`config.mk`:
```
export PLATFORM = sky130hd
export DESIGN_NAME = conv2x2_frame_ctrl
export DESIGN_NICKNAME = d
export VERILOG_FILES = /design/src/rtl/conv2x2_frame_ctrl.sv
export SDC_FILE = /design/constraint.sdc
export NUM_CORES = 1
export LEC_CHECK = 0
export CELL_PAD_IN_SITES_DETAIL_PLACEMENT = 2
export CELL_PAD_IN_SITES_GLOBAL_PLACEMENT = 2
export CORE_MARGIN = 4
export CORE_UTILIZATION = 36
export CTS_BUF_LIST = sky130_fd_sc_hd__clkbuf_16
export DETAILED_ROUTE_END_ITERATION = 10
export PLACE_DENSITY_LB_ADDON = 0.1
export SYNTH_ARGS = -nofsm -noshare
export SYNTH_HDL_FRONTEND = slang
export SYNTH_SLANG_ARGS = --single-unit
```
`constraint.sdc`:
```
create_clock -name clk -period 2.9 [get_ports clk]
set_input_delay 0.435 -clock clk [delete_from_list [all_inputs] [get_ports clk]]
set_output_delay 0.435 -clock clk [all_outputs]
set_load 0.01 [all_outputs]
```
`src/rtl/conv2x2_frame_ctrl.sv`:
```
// Frame sequencer for Con2x2: buffers a frame, then clears, loads and streams the engine gaplessly.
// Results are tagged with window (row,col) via a RES_LAT-deep tag pipe; pixel input stalls only outside FILL.
module conv2x2_frame_ctrl #(
  parameter int dataSize   = 8,
  parameter int IMG_WIDTH  = 4,
  parameter int IMG_HEIGHT = 4,
  parameter int RES_LAT    = 4
) (
  input  logic                          clk,
  input  logic                          rst,
  input  logic                          start,
  input  logic [dataSize-1:0]           w1,
  input  logic [dataSize-1:0]           w2,
  input  logic [dataSize-1:0]           w3,
  input  logic [dataSize-1:0]           w4,
  input  logic [dataSize-1:0]           s_pixel_data,
  input  logic                          s_pixel_valid,
  output logic                          s_pixel_ready,
  output logic                          conv_rst,
  output logic                          conv_kernel_load_valid,
  output logic [dataSize-1:0]           conv_w1,
  output logic [dataSize-1:0]           conv_w2,
  output logic [dataSize-1:0]           conv_w3,
  output logic [dataSize-1:0]           conv_w4,
  output logic [dataSize-1:0]           conv_pixel_in,
  input  logic [2*dataSize+4:0]         conv_result,
  output logic [2*dataSize+4:0]         result,
  output logic                          result_valid,
  output logic [$clog2(IMG_HEIGHT)-1:0] result_row,
  output logic [$clog2(IMG_WIDTH)-1:0]  result_col,
  output logic                          busy,
  output logic                          done
);

  localparam int N   = IMG_WIDTH * IMG_HEIGHT;
  localparam int AW  = (N > 1) ? $clog2(N) : 1;
  localparam int CW  = $clog2(N + RES_LAT + 1);
  localparam int RW  = $clog2(IMG_HEIGHT);
  localparam int CLW = $clog2(IMG_WIDTH);

  typedef enum logic [2:0] {
    S_IDLE, S_FILL, S_CLEAR, S_LOAD, S_STREAM, S_DRAIN, S_DONE
  } state_t;

  state_t r_state;
  state_t w_state_nxt;

  logic [dataSize-1:0] r_ram [N];
  logic [dataSize-1:0] r_w1, r_w2, r_w3, r_w4;
  logic [CW-1:0]       r_cnt;
  logic [RW-1:0]       r_row;
  logic [CLW-1:0]      r_col;
  logic                r_in_rst;

  logic                r_tag_vld [RES_LAT];
  logic [RW-1:0]       r_tag_row [RES_LAT];
  logic [CLW-1:0]      r_tag_col [RES_LAT];

  logic w_accept;
  logic w_last_px;
  logic w_last_drain;
  logic w_legal;

  assign w_accept     = (r_state == S_FILL) && s_pixel_valid;
  assign w_last_px    = (r_cnt == CW'(N - 1));
  assign w_last_drain = (r_cnt == CW'(RES_LAT - 1));
  // Row 0 windows lack an upper line; column 0 windows straddle two rows.
  assign w_legal      = (r_state == S_STREAM) && (r_row != '0) && (r_col != '0);

  always_ff @(posedge clk) begin
    if (!rst) begin
      r_state <= S_IDLE;
    end else begin
      r_state <= w_state_nxt;
    end
  end

  always_comb begin
    w_state_nxt = r_state;
    case (r_state)
      S_IDLE:   if (start) w_state_nxt = S_FILL;
      S_FILL:   if (w_accept && w_last_px) w_state_nxt = S_CLEAR;
      S_CLEAR:  w_state_nxt = S_LOAD;
      S_LOAD:   w_state_nxt = S_STREAM;
      S_STREAM: if (w_last_px) w_state_nxt = S_DRAIN;
      S_DRAIN:  if (w_last_drain) w_state_nxt = S_DONE;
      S_DONE:   w_state_nxt = S_IDLE;
      default:  w_state_nxt = S_IDLE;
    endcase
  end

  always_ff @(posedge clk) begin
    if (!rst) begin
      r_in_rst <= 1'b1;
      r_w1     <= '0;
      r_w2     <= '0;
      r_w3     <= '0;
      r_w4     <= '0;
      r_cnt    <= '0;
      r_row    <= '0;
      r_col    <= '0;
    end else begin
      r_in_rst <= 1'b0;
      if ((r_state == S_IDLE) && start) begin
        r_w1 <= w1;
        r_w2 <= w2;
        r_w3 <= w3;
        r_w4 <= w4;
      end
      // One counter serves as write index, stream index and drain timer.
      if (w_state_nxt != r_state) begin
        r_cnt <= '0;
      end else if (w_accept || (r_state == S_STREAM) || (r_state == S_DRAIN)) begin
        r_cnt <= r_cnt + CW'(1);
      end
      if (r_state != S_STREAM) begin
        r_row <= '0;
        r_col <= '0;
      end else if (r_col == CLW'(IMG_WIDTH - 1)) begin
        r_col <= '0;
        r_row <= r_row + RW'(1);
      end else begin
        r_col <= r_col + CLW'(1);
      end
    end
  end

  always_ff @(posedge clk) begin
    if (w_accept) begin
      r_ram[r_cnt[AW-1:0]] <= s_pixel_data;
    end
  end

  always_ff @(posedge clk) begin
    if (!rst) begin
      for (int i = 0; i < RES_LAT; i++) begin
        r_tag_vld[i] <= 1'b0;
        r_tag_row[i] <= '0;
        r_tag_col[i] <= '0;
      end
    end else begin
      r_tag_vld[0] <= w_legal;
      r_tag_row[0] <= r_row;
      r_tag_col[0] <= r_col;
      for (int i = 1; i < RES_LAT; i++) begin
        r_tag_vld[i] <= r_tag_vld[i-1];
        r_tag_row[i] <= r_tag_row[i-1];
        r_tag_col[i] <= r_tag_col[i-1];
      end
    end
  end

  always_comb begin
    s_pixel_ready          = (r_state == S_FILL);
    conv_rst               = r_in_rst || (r_state == S_CLEAR);
    conv_kernel_load_valid = (r_state == S_LOAD);
    conv_pixel_in          = (r_state == S_STREAM) ? r_ram[r_cnt[AW-1:0]] : '0;
    busy                   = (r_state != S_IDLE);
    done                   = (r_state == S_DONE);
    result_valid           = r_tag_vld[RES_LAT-1];
    result                 = r_tag_vld[RES_LAT-1] ? conv_result : '0;
    result_row             = r_tag_vld[RES_LAT-1] ? r_tag_row[RES_LAT-1] : '0;
    result_col             = r_tag_vld[RES_LAT-1] ? r_tag_col[RES_LAT-1] : '0;
  end

  assign conv_w1 = r_w1;
  assign conv_w2 = r_w2;
  assign conv_w3 = r_w3;
  assign conv_w4 = r_w4;

endmodule

```
==> impl_metrics.tcl, run 1 <==
set metrics [dict create \
    clkPwrFrac_pct 40.3 \
    ys.warnings.count 0 \
    gp_congestion 0.7938 \
    antenna_found_initial 1 \
    synthMuxAreaShare_pct 10.65 \
    final_nets 765 \
    routed_wl_um 23060 \
    cp_top_family "multiplexers" \
    yosysSeqAreaShare_pct 68.66 \
    yosysUniqueCellTypes 35 \
    crit_path_max_incr_delay_ps 500 \
    clkLatencyLatePin_ps 440 \
    clkSlewWorstSetupHoldPaths_ps 70 \
    io_buffers 135 \
    htree_levels 4 \
    track_usage_pct 19.75 \
    first_pass_iters 4 \
    hold_viol 0 \
    status "finished, final reports clean" \
    reg2reg_depth 6 \
    p_per_area_nw_per_um2 565.1 \
    synth_compound_area_share_pct 4.456 \
    syn-mean-instance-area_um2 14.20 \
    syn-num-nets 609 \
    detailroute.via_count 4925 \
    p_sw_uw 1348 \
    die-width_um 153.4 \
    clock_path_buffers 2 \
    layout-drive-gt1-share_pct 15.06 \
    final_common_cell "clkdlybuf4s50_1" \
    area_delta_synth_final_pct 32.19 \
    routed_via_density 5.056 \
    core_um2 20490 \
    pre_cts_slack_ps 363.7 \
    overflow 0 \
    multi_input_area_um2 2152 \
    period_needed_ps 2808 \
    synth_xor_area_share_pct 0.4604 \
    crit_chain "buf_12 -> buf_4 -> mux4_2 -> mux2i_1 -> o221ai_1 -> dlygate4sd2_1" \
    netSwitchingFraction_pct 23.72 \
    synth_top_family_by_area "simple AND/OR/NAND/NOR gates" \
    start_util_pct 37.13 \
    synth_seq_cells 197 \
    peakVddDrop_mv 0.4488 \
    critPathSlowestCell "mux4_2" \
    n_fill_cell 1967 \
    drc 0 \
    grt_pass1_vias 5552 \
    max_slew_margin_pct 48.64 \
    cp_num_buf_inv 3 \
    grt_first_pass_wirelength_um 34910 \
    numCtsBuffers 17 \
    combPwrFrac_pct 6.3 \
    hp-class "reg2reg" \
    post-route-util_pct 49.08 \
    worstSetupPathType "reg2out" \
    crit_cells 6 \
    max_freq_mhz 356.1 \
    arrival_ps 2370 \
    end_kind "primary output" \
    p_int_uw 4337 \
    setup_slack_ps 91.53 \
    ff2ff_setup_slack_ps 630 \
    post-route-period-util_pct 96.84 \
    power_frac_seq_pct 53.4 \
    die_area_um2 23530 \
    required_ps 2470 \
    min_path_cells 1 \
    grt_max_degree 34 \
    seq_area_um2 5228 \
    antennaDiodeCount 0 \
    path_max_fanout 13 \
    hpwl_um 15220 \
    cap_violations 0 \
    hold_buffers 0 \
    fp.dieH_um 153.4 \
    fin_skew_ps 11.87 \
    cts_tree "done" \
    synthSimpleGateAreaFrac_pct 11.26 \
    synth_area_um2 7610 \
    finalMaxSlewViolations 0 \
    worst_pin_slew_ps 767.9 \
    root_buffer "clkbuf_16" \
    wl_per_cell_um 23.67 \
    leakage_uw 0.003470 \
    antenna_left 0 \
    ios 136 \
    rows 52 \
    clock_sinks 197 \
    cp-start-kind "register" \
    syn_inst 536 \
    final-setup-viol-count 0 \
    drtIter0Drc 266 \
    final_cell_mix "130 x clkdlybuf4s50_1, 128 x edfxtp_1, 74 x nand2_1" \
    fin_total_pwr_uw 5685 \
    synthAdderAreaFrac_pct 1.315 \
]
-- path summary, 6_finish.rpt --
check / start / to
worst min-delay path: r_tag_row[0][4] / r_tag_row[0][6]
worst max-delay path: register / conv_pixel_in[2]
worst max register to register: r_state[0] / r_ram[1][5]
worst min register to register: r_tag_row[0][4] / r_tag_row[0][6]
-- per-stage QoR --
step / hold slack, ps / area, µm² / cells / TNS (ps)
after floorplan: 405.7 / 7610 / 536 / 0
after global placement: 410.7 / 9368 / 935 / 0
after detailed placement: 423.3 / 9368 / 935 / 0
after CTS: 440.7 / 9986 / 968 / 0
after global routing: 448.1 / 10060 / 974 / -21.47
final: 435.2 / 10060 / 974 / 0
-- flip-flops by register name, indices dropped and copies added, names as in the netlist, named ones only --
register and cells:
conv_w4 8, r_state 3, conv_w1 8, conv_w3 8
r_tag_row 8, conv_w2 8, r_col 2, r_tag_col 8
r_in_rst 1, r_tag_vld 4, r_ram 128, r_cnt 5
r_row 2
-- power by group through the flow --
stage	logic (µW)	clock network [µW]	registers, µW
after floorplan	116	0	3110
after global placement	335	0	3100
after detailed placement	355	0	3100
after CTS	361	2340	3040
after global routing	391	2460	3040
final	359	2290	3040
-- cells in the mapped netlist (all sizes together) --
| master | instances | share of area, % |
|---|---|---|
| and2 | 41 | 3.4 |
| xnor2 | 4 | 0.46 |
| clkbuf | 12 | 0.59 |
| a21o | 1 | 0.099 |
| o22ai | 1 | 0.082 |
| nor3 | 11 | 0.79 |
| mux4 | 32 | 9.5 |
| a2111oi | 1 | 0.12 |
| or4b | 1 | 0.13 |
| inv | 21 | 1.0 |
| ha | 8 | 1.3 |
| or4 | 1 | 0.099 |
| o31a | 1 | 0.12 |
| a211oi | 1 | 0.099 |
| nand2b | 12 | 1.1 |
| nor3b | 2 | 0.20 |
| a21oi | 38 | 2.5 |
| a31o | 1 | 0.12 |
| o221ai | 9 | 1.0 |
| o22a | 2 | 0.23 |
| dfxtp | 69 | 18 |
| mux2i | 9 | 1.2 |
| o21ai | 1 | 0.066 |
| buf | 20 | 1.6 |
| nand2 | 75 | 3.7 |
| nor4b | 1 | 0.20 |
| edfxtp | 128 | 51 |
| nand3 | 2 | 0.13 |
| and3 | 1 | 0.082 |
| nor2 | 30 | 1.5 |
-- per-layer routing --
layer	vias up	share of wire [%]	GRT usage [%]	wire (µm)
met5	-	0.056	0	13
met4	2	0.99	4.962	228
met3	20	7.6	6.107	1744
met2	168	52	35.12	11970
met1	2500	39	23.35	9104
li1	2235	-	-	-
-- kinds of logic (layout without fill, tap and decap cells) --
family          after synthesis  in the layout
flops                       197            197
xor+xnor                      4              4
mux                          41             41
simple gates                177            177
buf+inv                      53            221
fa+ha+maj                     8              8
compound gates               56             56
-- final cells by class --
cell class	instances	area share (%)
clock buffers	17	4.229
clock inverters	14	1.331
inverters	21	0.7836
multi-input cells	286	21.39
flip-flops and latches	197	51.97
well taps	270	3.358
repair buffers	169	16.94
-- timing repair --
item | CTS | global route
cloned | 1 | 1
endpoints found under the setup margin | 8 | 6
gates resized for setup | 5 | 5
setup buffers | 1 | 5
(Power assumes the default switching activity.)
==> run 2: changes to the inputs <==
--- a/config.mk
+++ b/config.mk
@@ -5,12 +5,14 @@
 export SDC_FILE = /design/constraint.sdc
 export NUM_CORES = 1
 export LEC_CHECK = 0
+export CAP_MARGIN = 20
 export CELL_PAD_IN_SITES_DETAIL_PLACEMENT = 2
 export CELL_PAD_IN_SITES_GLOBAL_PLACEMENT = 2
 export CORE_MARGIN = 4
 export CORE_UTILIZATION = 36
 export CTS_BUF_LIST = sky130_fd_sc_hd__clkbuf_16
 export DETAILED_ROUTE_END_ITERATION = 10
+export GPL_TIMING_DRIVEN = 0
 export PLACE_DENSITY_LB_ADDON = 0.1
 export SYNTH_ARGS = -nofsm -noshare
 export SYNTH_HDL_FRONTEND = slang
==> run 2 against run 1 <==
Against the previous run:
- setup slack got worse by 1.8 ps
- routed wire length fell by 6.9%
- first-iteration DRC count rose by 27%
==> impl_metrics.tcl, run 2 (synthesis gave the netlist of run 1 again) <==
set metrics [dict create \
    hold_ws_ps 438.9 \
    htree_levels 4 \
    combPwrFrac_pct 6.1 \
    die-width_um 153.4 \
    end_kind "primary output" \
    cts_tree "done" \
    p_per_area_nw_per_um2 584.7 \
    worst_pin_slew_ps 862.4 \
    antennaDiodeCount 0 \
    area_delta_synth_final_pct 32.36 \
    die_area_um2 23530 \
    fin_skew_ps 16.38 \
    core_um2 20490 \
    post-route-period-util_pct 96.91 \
    period_needed_ps 2810 \
    rsz0062_at_grt "false" \
    antenna_left 0 \
    power_frac_seq_pct 51.5 \
    clock_sinks 197 \
    largest_reg_flops 128 \
    drtIter0Drc 337 \
    worstSetupPathType "reg2out" \
    rows 52 \
    hpwl_um 14990 \
    cap_violations 0 \
    ctsResizeCount 31 \
    ios 136 \
    final_common_cell "edfxtp_1" \
    root_buffer "clkbuf_16" \
    clkLatencyLatePin_ps 440 \
    layout-drive-gt1-share_pct 15.01 \
    place_inst 945 \
    final_cell_mix "128 x edfxtp_1, 127 x clkdlybuf4s50_1, 75 x nand2_1" \
    p_int_uw 4526 \
    final_nets 766 \
    gp_congestion 0.8050 \
    finalNonFillerCells 976 \
    hp-class "reg2reg" \
    grt_max_degree 21 \
    grt_pass1_vias 5583 \
    track_usage_pct 18.43 \
    drc 0 \
    clock_path_buffers 2 \
    p_sw_uw 1363 \
    fin_total_pwr_uw 5889 \
    max_freq_mhz 355.8 \
    hold_viol 0 \
    finalMaxSlewViolations 0 \
    routed_via_density 5.014 \
    wl_per_cell_um 22.00 \
    start_util_pct 37.13 \
    io_buffers 135 \
    fp.dieH_um 153.4 \
    cts_setup_buffers 0 \
    routed_wl_um 21470 \
    arrival_ps 2380 \
    setup-tns-final_ps 0 \
    overflow 0 \
    detailroute.via_count 4894 \
    hold_buffers 0 \
    cp-start-kind "register" \
    clkSlewWorstSetupHoldPaths_ps 80 \
    required_ps 2470 \
    grt_first_pass_wirelength_um 33150 \
    antenna_found_initial 0 \
    max_slew_margin_pct 42.30 \
    netSwitchingFraction_pct 23.15 \
    status "finished, final reports clean" \
    peakVddDrop_mv 0.4155 \
    leakage_uw 0.003411 \
    clkPwrFrac_pct 42.4 \
    path_max_fanout 10 \
    n_fill_cell 1978 \
    first_pass_iters 4 \
    final-setup-viol-count 0 \
    numCtsBuffers 17 \
]
## run 2: cell count changes in the layout (fill, tap and decap cells not counted), sizes merged
cell,delta
clkbuf,+14
buf,-9
clkdlybuf4s50,-3
dlymetal6s2s,-3
bufinv,+2
clkinv,+2
dlygate4sd2,+2
inv,-2
bufbuf,-1
clkdlybuf4s15,+1
clkinvlp,-1
## run 2: cell type report
type,instances,area (µm²),share of cell area [%]
Inverter,21,78.83,0.7826
Clock buffer,17,425.4,4.224
Multi-Input combinational cell,286,2250,22.34
Timing Repair Buffer,139,1361,13.52
Clock inverter,15,202.7,2.012
Tap cell,270,337.8,3.354
Sequential cell,197,5225,51.88
Buffer,31,191.4,1.901
## run 2: per-layer routing
metal / track usage (%) / vias up / wire length, µm
met5: 0 / - / 0
li1: - / 2249 / -
met2: 33.05 / 148 / 11000
met4: 4.920 / 0 / 307
met1: 21.59 / 2480 / 8630
met3: 5.485 / 17 / 1532
## run 2: stage by stage
step,util [%],cell area [µm²],setup slack (ps)
finish,49.15,10070,89.72
floorplan,-,7610,839.0
global route,49.15,10070,2.818
CTS,49.07,10060,17.29
global placement,45.37,9299,-286.7
detailed placement,45.52,9329,-90.55
## run 2: path summary, 6_finish.rpt
path | start | endpoint | slack [ps] | depth (start not counted)
min | r_tag_row[0][5] | r_tag_row[0][7] | 440 | 1
max reg2reg | r_state[1] | r_ram[12][1] | 370 | 5
max | register | conv_pixel_in[3] | 90 | 6
min reg2reg | r_tag_row[0][5] | r_tag_row[0][7] | 440 | 1
## run 2: worst max-delay path, stage by stage (launching register included)
cell           delay [ps]
dfxtp_1               360
buf_6                 160
buf_12                160
mux4_2                550
mux2i_4               210
o221ai_1              180
dlygate4sd2_1         330
## run 2: power by group through the flow
| stage | sequential (µW) | combinational [µW] | clock [µW] |
|---|---|---|---|
| after global placement | 3100 | 335 | 0 |
| after detailed placement | 3100 | 351 | 0 |
| after CTS | 3030 | 364 | 2550 |
| after floorplan | 3110 | 116 | 0 |
| final | 3030 | 359 | 2500 |
| after global routing | 3040 | 390 | 2660 |
